File: src/rtl/ok_axi4lite_reg_slave.sv
// AXI4-Lite register bank responder on the okClkIn domain.
// Independent AW/W capture, one outstanding write, single-beat reads; out-of-range accesses return SLVERR.
module ok_axi4lite_reg_slave #(
  parameter int unsigned ADDR_WIDTH = 12,
  parameter int unsigned DATA_WIDTH = 32,
  parameter int unsigned NUM_REGS   = 16
) (
  input  logic                           okClkIn,
  input  logic                           rst,
  input  logic [ADDR_WIDTH-1:0]          s_axi_awaddr,
  input  logic                           s_axi_awvalid,
  output logic                           s_axi_awready,
  input  logic [DATA_WIDTH-1:0]          s_axi_wdata,
  input  logic [DATA_WIDTH/8-1:0]        s_axi_wstrb,
  input  logic                           s_axi_wvalid,
  output logic                           s_axi_wready,
  output logic [1:0]                     s_axi_bresp,
  output logic                           s_axi_bvalid,
  input  logic                           s_axi_bready,
  input  logic [ADDR_WIDTH-1:0]          s_axi_araddr,
  input  logic                           s_axi_arvalid,
  output logic                           s_axi_arready,
  output logic [DATA_WIDTH-1:0]          s_axi_rdata,
  output logic [1:0]                     s_axi_rresp,
  output logic                           s_axi_rvalid,
  input  logic                           s_axi_rready,
  output logic [NUM_REGS*DATA_WIDTH-1:0] regs_out,
  output logic [NUM_REGS-1:0]            wr_pulse
);

  localparam int unsigned STRB_W      = DATA_WIDTH / 8;
  localparam logic [1:0]  RESP_OKAY   = 2'b00;
  localparam logic [1:0]  RESP_SLVERR = 2'b10;

  typedef enum logic [2:0] {W_IDLE, W_HAVE_A, W_HAVE_D, W_COMMIT, W_RESP} wstate_t;
  typedef enum logic       {R_IDLE, R_RESP} rstate_t;

  wstate_t wstate, wstate_nxt;
  rstate_t rstate, rstate_nxt;

  logic [ADDR_WIDTH-1:0] awaddr_q;
  logic [DATA_WIDTH-1:0] wdata_q;
  logic [STRB_W-1:0]     wstrb_q;
  logic [DATA_WIDTH-1:0] regs [NUM_REGS];

  logic        aw_held, w_held, commit;
  logic        aw_hs, w_hs, ar_hs;
  logic [31:0] aw_idx, ar_idx;
  logic        aw_in_range, ar_in_range;
  logic [DATA_WIDTH-1:0] rd_mux;

  assign aw_hs = s_axi_awvalid & s_axi_awready;
  assign w_hs  = s_axi_wvalid  & s_axi_wready;
  assign ar_hs = s_axi_arvalid & s_axi_arready;

  assign aw_idx      = 32'(awaddr_q[ADDR_WIDTH-1:2]);
  assign ar_idx      = 32'(s_axi_araddr[ADDR_WIDTH-1:2]);
  assign aw_in_range = (aw_idx < NUM_REGS);
  assign ar_in_range = (ar_idx < NUM_REGS);

  // State registers
  always_ff @(posedge okClkIn or posedge rst) begin
    if (rst) begin
      wstate <= W_IDLE;
      rstate <= R_IDLE;
    end else begin
      wstate <= wstate_nxt;
      rstate <= rstate_nxt;
    end
  end

  always_comb begin
    wstate_nxt = wstate;
    unique case (wstate)
      W_IDLE: begin
        if (aw_hs && w_hs) wstate_nxt = W_COMMIT;
        else if (aw_hs)    wstate_nxt = W_HAVE_A;
        else if (w_hs)     wstate_nxt = W_HAVE_D;
      end
      W_HAVE_A: if (w_hs)  wstate_nxt = W_COMMIT;
      W_HAVE_D: if (aw_hs) wstate_nxt = W_COMMIT;
      W_COMMIT:            wstate_nxt = W_RESP;
      W_RESP:   if (s_axi_bready) wstate_nxt = W_IDLE;
      default:             wstate_nxt = W_IDLE;
    endcase
  end

  always_comb begin
    rstate_nxt = rstate;
    unique case (rstate)
      R_IDLE:  if (ar_hs)        rstate_nxt = R_RESP;
      R_RESP:  if (s_axi_rready) rstate_nxt = R_IDLE;
      default:                   rstate_nxt = R_IDLE;
    endcase
  end

  // Handshake outputs are decoded from state and rst only.
  always_comb begin
    aw_held       = (wstate == W_HAVE_A) || (wstate == W_COMMIT);
    w_held        = (wstate == W_HAVE_D) || (wstate == W_COMMIT);
    commit        = aw_held & w_held;
    s_axi_bvalid  = (wstate == W_RESP);
    s_axi_awready = ~rst & ~aw_held & ~s_axi_bvalid;
    s_axi_wready  = ~rst & ~w_held  & ~s_axi_bvalid;
    s_axi_rvalid  = (rstate == R_RESP);
    s_axi_arready = ~rst & ~s_axi_rvalid;
  end

  always_comb begin
    rd_mux = '0;
    for (int unsigned i = 0; i < NUM_REGS; i++)
      if (ar_idx == i) rd_mux = regs[i];
  end

  always_comb begin
    regs_out = '0;
    for (int unsigned i = 0; i < NUM_REGS; i++)
      regs_out[DATA_WIDTH*i +: DATA_WIDTH] = regs[i];
  end

  // A read sampled on the commit edge sees the pre-write register value.
  always_ff @(posedge okClkIn or posedge rst) begin
    if (rst) begin
      awaddr_q    <= '0;
      wdata_q     <= '0;
      wstrb_q     <= '0;
      wr_pulse    <= '0;
      s_axi_bresp <= RESP_OKAY;
      s_axi_rdata <= '0;
      s_axi_rresp <= RESP_OKAY;
      for (int unsigned i = 0; i < NUM_REGS; i++) regs[i] <= '0;
    end else begin
      wr_pulse <= '0;
      if (aw_hs) awaddr_q <= s_axi_awaddr;
      if (w_hs) begin
        wdata_q <= s_axi_wdata;
        wstrb_q <= s_axi_wstrb;
      end
      if (commit) begin
        s_axi_bresp <= aw_in_range ? RESP_OKAY : RESP_SLVERR;
        for (int unsigned i = 0; i < NUM_REGS; i++) begin
          if (aw_in_range && aw_idx == i) begin
            wr_pulse[i] <= 1'b1;
            for (int unsigned k = 0; k < STRB_W; k++)
              if (wstrb_q[k]) regs[i][8*k +: 8] <= wdata_q[8*k +: 8];
          end
        end
      end
      if (ar_hs) begin
        s_axi_rdata <= ar_in_range ? rd_mux : '0;
        s_axi_rresp <= ar_in_range ? RESP_OKAY : RESP_SLVERR;
      end
    end
  end

endmodule

File: config.mk
export PLATFORM = sky130hd
export DESIGN_NAME = ok_axi4lite_reg_slave
export DESIGN_NICKNAME = d
export VERILOG_FILES = /design/src/rtl/ok_axi4lite_reg_slave.sv
export SDC_FILE = /design/constraint.sdc
export NUM_CORES = 1
export LEC_CHECK = 0
export BUFFER_PORTS_ARGS = -buffer_cell sky130_fd_sc_hd__buf_2
export CORE_AREA = 2 2 247 249
export CTS_BUF_LIST = sky130_fd_sc_hd__clkbuf_8
export DETAILED_ROUTE_END_ITERATION = 8
export DIE_AREA = 0 0 249 251
export PLACE_DENSITY = 0.71
export SLEW_MARGIN = 10
export SYNTH_ARGS = -nofsm -noshare
export SYNTH_HDL_FRONTEND = slang
export SYNTH_SLANG_ARGS = --single-unit
File: constraint.sdc
create_clock -name okClkIn -period 33.2 [get_ports okClkIn]
set_clock_uncertainty 0.15 [all_clocks]
set_input_delay 6.64 -clock okClkIn [delete_from_list [all_inputs] [get_ports okClkIn]]
set_output_delay 6.64 -clock okClkIn [all_outputs]
set_load 0.01 [all_outputs]
Word-level counts from Yosys, hierarchy flattened
Cells that the tools add are included.
Widths: inputs -> output; s select.
{"block": "totals", "ff_bits": 616, "input_bits": 67, "out_inout_bits": 569, "word_cells": 260}
{"block": "op_classes", "order_cmp": 2, "eq_ne": 38, "n_mux": 46, "bitwise_logic": 14, "reduce_logical": 87}
{"operator": "$mux 32", "count": 17}
{"operator": "$reduce_and 3->1", "count": 64}
{"operator": "$eq 10x4->1 const B", "count": 16}
{"operator": "$eq 10x3->1 const B", "count": 8}
{"operator": "$logic_not 32->1", "count": 2}
{"operator": "$eq 10x2->1 const B", "count": 4}
{"operator": "$eq 10x1->1 const B", "count": 2}
{"operator": "$lt 10x5->1 const B", "count": 2}
{"operator": "$mux 1", "count": 18}
{"operator": "$mux 3", "count": 6}
{"operator": "$logic_and 1x1->1", "count": 17}
{"operator": "$mux 16", "count": 1}
{"operator": "$pmux 3 s5", "count": 1}
{"operator": "$and 1x1->1", "count": 9}
{"operator": "$eq 3x2->1 const B", "count": 2}
{"operator": "$not 1->1", "count": 5}
{"operator": "$mux 2", "count": 2}
{"operator": "$ne 2x2->1 const B", "count": 2}
{"operator": "$ne 4x4->1 const B", "count": 1}
{"operator": "$reduce_and 4->1", "count": 1}
{"operator": "$eq 3x1->1 const B", "count": 1}
{"operator": "$eq 3x3->1 const B", "count": 1}
{"operator": "$logic_not 3->1", "count": 1}
{"operator": "$logic_or 1x1->1", "count": 2}
{"operator": "2 further kinds", "count": 2}

Logic depth before layout (Yosys ltp)
Gate-level depths: netlist of the first run.
{"block": "logic_depth", "word_depth": 18, "ltp_mapped": 9}

Least setup slack after synthesis of the first run
No wires, ideal clock.
{"block": "synth_path", "path_type": "input to output", "from": "in rst", "to": "out s_axi_awready", "t_arrival_ns": 6.971, "setup_slack_ns": 19.439, "cell_stages": 1, "cell_sequence": "nor3_1"}
{"block": "synth_via", "elab_chain_len": 3}
{"element": "start: declaration", "line": "9", "source": "input logic rst,"}
{"element": "$not 1->1", "line": "103", "source": "s_axi_awready = ~rst & ~aw_held & ~s_axi_bvalid;"}
{"element": "$and 1x1->1 (2 in series)", "line": "103"}
{"element": "end: declaration", "line": "12", "source": "output logic s_axi_awready,"}
No other way between the ends.

Final worst setup path of the first run
Ends and elaborated chain as after synthesis.

==> out/summary.log, run 1 <==
INFO  run            drv_cap=0
INFO  route          wire_per_inst=32.6um
INFO  route          detail-route-antenna-nets=0
INFO  route          detail_route.drc_violations=0
INFO  global_routing groute.usage.overall=37.4%
INFO  clocking       cts_post_setup_buffers_inserted=0
INFO  status         run_status=complete, no violations
INFO  clocking       cts_tree=done
INFO  logic_synthesis ys_async_sr_fraction=100%
INFO  route          detailedRoute.firstIterationViolations=2,644
INFO  route          routed_wirelength=120,000um
INFO  timing         hold_violations=0
INFO  setup_path     critical_path.cell_chain=buf_2 > nor3_1 > buf_2
INFO  timing         worst_slack=19.13ns
INFO  clocking       clk_pin_slew=0.06ns
INFO  floorplan      chipWidth=249um
INFO  layout         final_design_area_no_fill=34,100um^2
INFO  clocking       cts-htree-levels=3
INFO  logic_synthesis edff_count_synth=0
INFO  hold_path      worst_hold_start=s_axi_rdata[23]$_DFFE_PP0P_
INFO  placement      dp_worst_setup_slack=19.14ns
INFO  setup_path     timing.rr.start=awaddr_q[8]$_DFFE_PP0P_
INFO  clocking       post_cts_hold_buffer_count=0
INFO  logic_synthesis synth_seq_cells=612
INFO  layout         finish.utilization=57.0%
INFO  setup_path     rr_endpoint=regs_out[394]$_DFFE_PP0P_
INFO  setup_path     reg2regPathDepth=5
INFO  logic_synthesis synth_cell_types=76
INFO  setup_path     critPathMostFrequentCell=sky130_fd_sc_hd__buf_2
INFO  timing         finalSetupViolCount=0
INFO  timing         slew_viol_final=0
INFO  floorplan      core_rows=90
INFO  logic_synthesis syn-instance-count=2,167
INFO  floorplan      initial_utilization=46.8%
INFO  setup_path     worst_ep_arrival_time=7.28ns
INFO  timing         rsz0062_at_grt=false
INFO  hold_path      worst_hold_path.num_cells=2
INFO  timing         fmaxAchievable=71.1MHz
INFO  route          vias=23,097
INFO  layout         instances_no_fill=3,668
INFO  logic_synthesis postSynthAreaPerCell=12.9um^2
INFO  layout         drive_above_1_share=50.7%
INFO  placement      place.port_buffers=629
INFO  setup_path     cp_num_buf_inv=2
INFO  setup_path     regToRegSetupSlack=29.65ns
INFO  placement      place_hpwl=82,100um
INFO  clocking       cts_repair_resize_count=0
INFO  clocking       tritoncts_num_sinks=612
INFO  placement      gp_congestion=0.920
INFO  logic_synthesis synth_top_flop_cell=sky130_fd_sc_hd__dfrtp_1
INFO  setup_path     path_class=in2out
INFO  global_routing grt_overflow=0
INFO  floorplan      die_area=62,500um^2
INFO  timing         post-route-period-util=42.4%
INFO  logic_synthesis yosys_warnings=0
INFO  layout         layout-area-overhead-vs-synth=21.9%
INFO  setup_path     worst_path_max_delay_cell=sky130_fd_sc_hd__nor3_1
INFO  clocking       numCtsBuffers=103
INFO  route          avgViaCountPerCell=6.30
INFO  hold_path      worst_hold_path_type=reg2reg
INFO  setup_path     cp.required=26.41ns
INFO  logic_synthesis netlist_area=28,000um^2
INFO  power_and_ir_drop total_power=1.79mW
INFO  clocking       cts_max_path_buffers=3
INFO  power_and_ir_drop cellLeakagePower=18.3nW
INFO  setup_path     cp_slowest_stage_delay=0.26ns
INFO  placement      place_area=31,900um^2
INFO  route          drt_first_pass_iters=6
INFO  power_and_ir_drop power_per_cell_area=52.5nW/um^2
INFO  timing         finalHoldWorstSlack=0.336ns
INFO  setup_path     crit_path_start_kind=input pin
INFO  global_routing antenna_found_initial=7
INFO  layout         nNetsFinal=2,869
INFO  floorplan      design.core.area=59,800um^2
INFO  clocking       clk-insertion-delay-late=0.72ns
INFO  global_routing number_of_global_route_vias_before_repair=22,865
INFO  global_routing global_route_wire_length_before_repair=168,000um
INFO  timing         max-slew-margin-rel=15.7%
INFO  setup_path     worst_path_top_cell_family_by_delay=buffers and inverters
INFO  timing         finalCriticalPeriod=14.07ns
INFO  hold_path      hold_path_end=s_axi_rdata[23]$_DFFE_PP0P_
INFO  timing         setup_total_negative_slack=0ns
INFO  placement      place_inst=3,479
INFO  global_routing grt_start_max_net_pins=190
INFO  power_and_ir_drop vdd.ir_drop.worst=0.0533mV
INFO  clocking       clock_tree.root_cell=sky130_fd_sc_hd__clkbuf_8
INFO  logic_synthesis synth-seq-area-share=54.8%
INFO  setup_path     critical_path.endpoint_type=primary output
INFO  timing         tightest_slew=1.26ns
INFO  setup_path     path_max_fanout=5
INFO  floorplan      die_y=251um
INFO  floorplan      pin_count=636
[final cells by class]
cell class	count	area (um^2)
clock buffers	134	1840
multi-input cells	1397	12000
fillers	4996	25700
inverters	18	75.1
well taps	782	978
flip-flops and latches	612	15300
clock inverters	51	339
repair buffers	670	3500
diodes	4	10.0
[logic make-up (layout without fill, tap and decap cells)]
family	after synthesis	in the layout	share of synthesized area (%)
multiplexers	662	662	27.1
flip-flops	612	612	54.8
buffers and inverters	159	873	2.38
AO/OA/AOI/OAI	382	382	9.40
AND/OR/NAND/NOR	351	351	6.29
other	1	6	0.0134
[worst max path at each step]
stage                     startpoint                        to  slack (ns)  cells past startpoint
after floorplan                  rst  awaddr_q[10]$_DFFE_PP0P_        9.27                      1
after global placement           rst             s_axi_awready       19.17                      3
after detailed placement         rst             s_axi_awready       19.14                      3
after CTS                        rst             s_axi_awready       19.13                      3
after global routing             rst             s_axi_awready       19.07                      3
final                            rst             s_axi_awready       19.13                      3
[sequential cells by signal, summed over array words and instances, names as in the netlist]
signal,flops
wr_pulse,16
wstate,3
wstrb_q,4
regs_out,512
s_axi_bresp,1
s_axi_rresp,1
wdata_q,32
s_axi_rdata,32
awaddr_q,10
s_axi_rvalid,1
[cell usage after synthesis, types with 10 or more instances]
library cell	count	area (um^2)
sky130_fd_sc_hd__nand2b_1	19	119
sky130_fd_sc_hd__mux2_2	585	6590
sky130_fd_sc_hd__a211oi_1	13	97.6
sky130_fd_sc_hd__a2bb2oi_1	19	166
sky130_fd_sc_hd__a221oi_1	11	96.3
sky130_fd_sc_hd__nor2_1	63	236
sky130_fd_sc_hd__inv_1	18	67.6
sky130_fd_sc_hd__nand2_1	157	589
sky130_fd_sc_hd__mux4_2	18	405
sky130_fd_sc_hd__o22ai_1	24	150
sky130_fd_sc_hd__a21oi_1	81	405
sky130_fd_sc_hd__nor2b_1	18	113
sky130_fd_sc_hd__o211ai_1	15	113
sky130_fd_sc_hd__a22oi_1	16	120
sky130_fd_sc_hd__nor3_1	14	70.1
sky130_fd_sc_hd__a31oi_1	14	87.6
sky130_fd_sc_hd__o32ai_1	12	105
sky130_fd_sc_hd__mux2i_1	53	531
sky130_fd_sc_hd__a22o_1	20	175
sky130_fd_sc_hd__clkbuf_1	89	334
sky130_fd_sc_hd__a32oi_1	10	87.6
sky130_fd_sc_hd__buf_2	40	200
sky130_fd_sc_hd__o221ai_1	13	114
sky130_fd_sc_hd__o21ai_0	71	355
sky130_fd_sc_hd__dfrtp_1	612	15300
[tightest hold or removal path, cell delays in order (launching register included)]
cell and delay, ns:
sky130_fd_sc_hd__dfrtp_1 0.34, sky130_fd_sc_hd__nand2_1 0.05, sky130_fd_sc_hd__nand3_1 0.06
[placed cells by master, fill, tap and decap left out, types with 6 or more instances in the layout]
cell type                   count
sky130_fd_sc_hd__nand2_1      157
sky130_fd_sc_hd__inv_1         53
sky130_fd_sc_hd__nand4_1        7
sky130_fd_sc_hd__dfrtp_1      612
sky130_fd_sc_hd__o211ai_1      15
sky130_fd_sc_hd__a31oi_1       14
sky130_fd_sc_hd__a22oi_1       16
sky130_fd_sc_hd__mux2i_1       53
sky130_fd_sc_hd__a32oi_1       10
sky130_fd_sc_hd__nand2b_1      18
sky130_fd_sc_hd__o221ai_1      13
sky130_fd_sc_hd__a221oi_1      11
sky130_fd_sc_hd__nand3_1        9
sky130_fd_sc_hd__nor2b_1       15
sky130_fd_sc_hd__nor2_2         6
sky130_fd_sc_hd__o21ai_0       71
sky130_fd_sc_hd__nor3_1        13
sky130_fd_sc_hd__buf_2        626
sky130_fd_sc_hd__mux4_2        18
sky130_fd_sc_hd__buf_4         40
sky130_fd_sc_hd__a2bb2oi_1     19
sky130_fd_sc_hd__mux2_2       585
sky130_fd_sc_hd__o22a_1         8
sky130_fd_sc_hd__a22o_1        20
sky130_fd_sc_hd__a21oi_1       81
sky130_fd_sc_hd__nor2_1        61
sky130_fd_sc_hd__clkbuf_8     134
sky130_fd_sc_hd__o22ai_1       24
sky130_fd_sc_hd__o32ai_1       12
sky130_fd_sc_hd__mux2_1         6
sky130_fd_sc_hd__a222oi_1       9
sky130_fd_sc_hd__a211oi_1      13
[per-layer routing]
layer / up-vias / global-route usage (%) / part of all wire, %
met3: 318 / 11.4 / 11
met1: 11939 / 48.3 / 39
li1: 9330 / - / -
met5: - / 0 / 0.0033
met4: 2 / 18.3 / 4.9
met2: 1508 / 57.5 / 45
[power breakdown]
group / switching, mW / internal [mW]
Sequential: 0.135 / 0.785
Combinational: 0.0935 / 0.0695
Clock: 0.316 / 0.391
Total: 0.545 / 1.25
Note: power is estimated with default switching activity, not from simulation.
==> run 2, diff against run 1 <==
Settings changed: ABC_AREA set to 1, CORE_AREA 2 2 247 249 to 2 2 248 250, DIE_AREA 0 0 249 251 to 0 0 250 252, PLACE_DENSITY 0.71 to 0.68.
Clock period 33.2 ns to 14.1 ns, I/O delays scaled along.
==> run 2 against run 1 <==
  * Global-route usage is 3.8 points lower
  * Clock-buffer cell count fell by 7
  * Die area up 0.80%
  * Cell area shrank 5.6%
  * Largest power group unchanged
  * Area after synthesis shrank 5.3%
  * Power grew to 2.8 times the previous value
  * Clock power up 120%
  * Core utilization is 3.5 points lower
  * Final cell count rose by 26%
  * Combinational power increased to 7.0 times the previous value
  * Critical endpoint is now s_axi_wready
  * Critical path type unchanged
  * Flip-flop and latch count unchanged
==> out/summary.log, run 2 <==
INFO  setup_path     worst_setup_path_startpoint=rst
INFO  clocking       clock_tree.root_cell=sky130_fd_sc_hd__clkbuf_8
INFO  timing         post-route-period-util=47.9%
INFO  clocking       cts_tree=done
INFO  layout         top_library_cells_by_usage_in_the_layout_fill_and_taps_aside=sky130_fd_sc_hd__nand2_1, sky130_fd_sc_hd__buf_2, sky130_fd_sc_hd__dfrtp_1
INFO  route          vias=25,425 [+10%]
INFO  layout         drive_above_1_share=22.4% [-28 points]
INFO  placement      gp_congestion=0.937 [+1.9%]
INFO  floorplan      pin_count=636 [unchanged]
INFO  logic_synthesis synth_top_area_cell=sky130_fd_sc_hd__dfrtp_1
INFO  global_routing number_of_global_route_vias_before_repair=23,254 [+1.7%]
INFO  logic_synthesis synth_top_cell_area_share=57.9% [+3.1 points]
INFO  route          detailedRoute.firstIterationViolations=2,915 [+10%]
INFO  route          detail_route.drc_violations=0 [unchanged]
INFO  power_and_ir_drop vdd.ir_drop.worst=0.101mV [+90%]
INFO  logic_synthesis netlist_top_cells_count=sky130_fd_sc_hd__nand2_1, sky130_fd_sc_hd__dfrtp_1, sky130_fd_sc_hd__o21ai_0
INFO  timing         fmaxAchievable=148MHz
INFO  global_routing global_route_wire_length_before_repair=156,000um [-6.6%]
INFO  layout         layout-area-overhead-vs-synth=21.6%
INFO  timing         tightest_slew=1.09ns [-0.169 ns]
INFO  logic_synthesis ys_async_sr_fraction=100% [unchanged]
INFO  timing         finalCriticalPeriod=6.76ns
INFO  layout         nNetsFinal=3,819 [+33%]
INFO  route          routed_wirelength=108,000um [-9.4%]
INFO  timing         slew_viol_final=0 [unchanged]
INFO  clocking       post_cts_hold_buffer_count=0 [unchanged]
INFO  global_routing antenna_found_initial=13 [+6]
INFO  setup_path     path_max_fanout=4 [-1]
INFO  logic_synthesis synth-seq-area-share=57.9% [+3.1 points]
INFO  timing         setup_total_negative_slack=0ns [unchanged]
INFO  floorplan      design.core.area=60,100um^2 [+0.57%]
INFO  logic_synthesis synth_top_flop_cell=sky130_fd_sc_hd__dfrtp_1
INFO  setup_path     path_class=in2out
INFO  timing         worst_slack=7.34ns [-11.79 ns]
INFO  power_and_ir_drop total_power=5.02mW [+180%]
INFO  layout         layout_commonest_cell=sky130_fd_sc_hd__nand2_1
INFO  global_routing grt_start_max_net_pins=179 [-5.8%]
INFO  logic_synthesis postSynthAreaPerCell=8.34um^2 [-35%]
INFO  setup_path     crit_end=s_axi_wready
INFO  clocking       clk_pin_slew=0.06ns [about the same]
INFO  clocking       tritoncts_num_sinks=612 [unchanged]
INFO  route          drt_first_pass_iters=6 [unchanged]
INFO  logic_synthesis edff_count_synth=0 [unchanged]
INFO  timing         finalSetupViolCount=0 [unchanged]
INFO  setup_path     crit_path_start_kind=input pin
INFO  clocking       cts_repair_resize_count=0 [unchanged]
INFO  power_and_ir_drop power_per_cell_area=156nW/um^2 [+200%]
INFO  placement      place_hpwl=77,400um [-5.8%]
INFO  timing         max-slew-margin-rel=27.0% [+11 points]
INFO  route          detail-route-antenna-nets=0 [unchanged]
INFO  placement      dp_worst_setup_slack=7.33ns [-11.80 ns]
INFO  clocking       cts_post_setup_buffers_inserted=0 [unchanged]
INFO  logic_synthesis synth_cell_types=29 [-62%]
INFO  layout         filler_cell_count=5,729 [+15%]
INFO  hold_path      worst_hold_start=s_axi_rdata[6]$_DFFE_PP0P_
INFO  clocking       numCtsBuffers=103 [unchanged]
INFO  logic_synthesis synth.top_cells.by_area=sky130_fd_sc_hd__dfrtp_1, sky130_fd_sc_hd__nand2_1, sky130_fd_sc_hd__o21ai_0
INFO  floorplan      die_area=63,000um^2 [+0.80%]
INFO  timing         hold_violations=0 [unchanged]
INFO  logic_synthesis synth_seq_cells=612 [unchanged]
INFO  route          avgViaCountPerCell=5.50 [-13%]
INFO  setup_path     reg2regPathDepth=8 [+3]
INFO  logic_synthesis netlist_area=26,500um^2 [-5.3%]
INFO  placement      place.port_buffers=629 [unchanged]
INFO  setup_path     cp.required=11.13ns [-15.28 ns]
INFO  floorplan      initial_utilization=44.0% [-2.7 points]
INFO  timing         rsz0062_at_grt=false
INFO  status         run_status=complete, no violations
INFO  setup_path     timing.rr.start=awaddr_q[10]$_DFFE_PP0P_
INFO  clocking       cts_max_path_buffers=3 [unchanged]
INFO  floorplan      chipWidth=250um [+0.40%]
INFO  clocking       clk-insertion-delay-late=0.72ns [about the same]
INFO  logic_synthesis syn-instance-count=3,176 [+47%]
INFO  run            drv_cap=0 [unchanged]
INFO  logic_synthesis synth_most_common_cell=sky130_fd_sc_hd__nand2_1
INFO  floorplan      core_rows=90 [unchanged]
INFO  layout         largest_register_ffs=512 [unchanged]
INFO  route          wire_per_inst=23.4um [-28%]
INFO  floorplan      die_y=252um [+0.40%]
INFO  setup_path     regToRegSetupSlack=10.90ns [-18.75 ns]
INFO  clocking       cts-htree-levels=3 [unchanged]
INFO  global_routing grt_overflow=0 [unchanged]
INFO  setup_path     worst_ep_arrival_time=3.79ns [-3.49 ns]
INFO  logic_synthesis yosys_warnings=0 [unchanged]
INFO  setup_path     rr_endpoint=regs_out[32]$_DFFE_PP0P_
INFO  power_and_ir_drop cellLeakagePower=17.0nW [-7.5%]
INFO  hold_path      worst_hold_path_type=reg2reg
INFO  setup_path     critical_path.endpoint_type=primary output
INFO  global_routing groute.usage.overall=33.6% [-3.8 points]
-- run 2: changes by cell type after synthesis, moves of 105 or more --
cell,previous run,this run
sky130_fd_sc_hd__inv_1,18,187
sky130_fd_sc_hd__mux2_2,585,0
sky130_fd_sc_hd__nand2_1,157,1003
sky130_fd_sc_hd__nand3_1,9,114
sky130_fd_sc_hd__nand4_1,7,139
sky130_fd_sc_hd__nor2_1,63,223
sky130_fd_sc_hd__o21ai_0,71,502
-- run 2: worst min path at each step --
stage / to / slack [ns] / cells past startpoint
2_1_floorplan: awaddr_q[10]$_DFFE_PP0P_ / 0.30 / 2
3_3_place_gp: s_axi_rdata[6]$_DFFE_PP0P_ / 0.31 / 2
3_5_place_dp: s_axi_rdata[6]$_DFFE_PP0P_ / 0.31 / 2
4_1_cts: s_axi_rdata[6]$_DFFE_PP0P_ / 0.33 / 2
5_1_grt: s_axi_rdata[13]$_DFFE_PP0P_ / 0.35 / 2
6_report: s_axi_rdata[6]$_DFFE_PP0P_ / 0.32 / 2
-- run 2: area by class of cell --
type	instances	area (um^2)	share of cell area, %
clock inverters	54	297	0.921
flip-flops and latches	612	15300	47.6
repair buffers	651	3350	10.4
multi-input cells	2170	9670	30.0
well taps	782	978	3.04
diodes	13	32.5	0.101
inverters	214	807	2.51
clock buffers	127	1750	5.43
-- run 2: per-layer routing --
metal | wire (um) | GRT usage, % | part of all wire, %
met1 | 44400 | 46.5 | 41
met2 | 47900 | 50.4 | 44
met3 | 11400 | 8.76 | 10
met5 | 13 | 0 | 0.012
met4 | 4550 | 13.6 | 4.2
-- run 2: logic make-up (layout without fill, tap and decap cells) --
logic type	count (synthesis)	in the layout	synth area share (%)
other	1	15	0.0142
buffers and inverters	395	1046	5.80
flip-flops	612	612	57.9
AO/OA/AOI/OAI	636	636	12.0
AND/OR/NAND/NOR	1532	1532	24.3
-- run 2: per-stage QoR --
step / hold WS, ns / utilization (%) / cells / instance area (um^2)
floorplan: 0.300 / - / 3177 / 26500
global placement: 0.310 / 50.1 / 4429 / 30100
detailed placement: 0.310 / 50.1 / 4429 / 30100
CTS: 0.327 / 53.5 / 4610 / 32200
global route: 0.346 / 53.5 / 4620 / 32200
finish: 0.325 / 53.5 / 4623 / 32200
-- run 2: power by group --
part | internal, mW | switching, mW | leakage [nW]
clock network | 0.831 | 0.752 | 1.19
logic | 0.305 | 0.835 | 7.40
registers | 2.05 | 0.253 | 8.38
-- run 2: worst max-delay path: stages --
cell	delay (ns)
sky130_fd_sc_hd__buf_2	0.12
sky130_fd_sc_hd__clkinvlp_4	0.17
sky130_fd_sc_hd__nand2_1	0.10
sky130_fd_sc_hd__a21oi_1	0.36
sky130_fd_sc_hd__buf_2	0.21
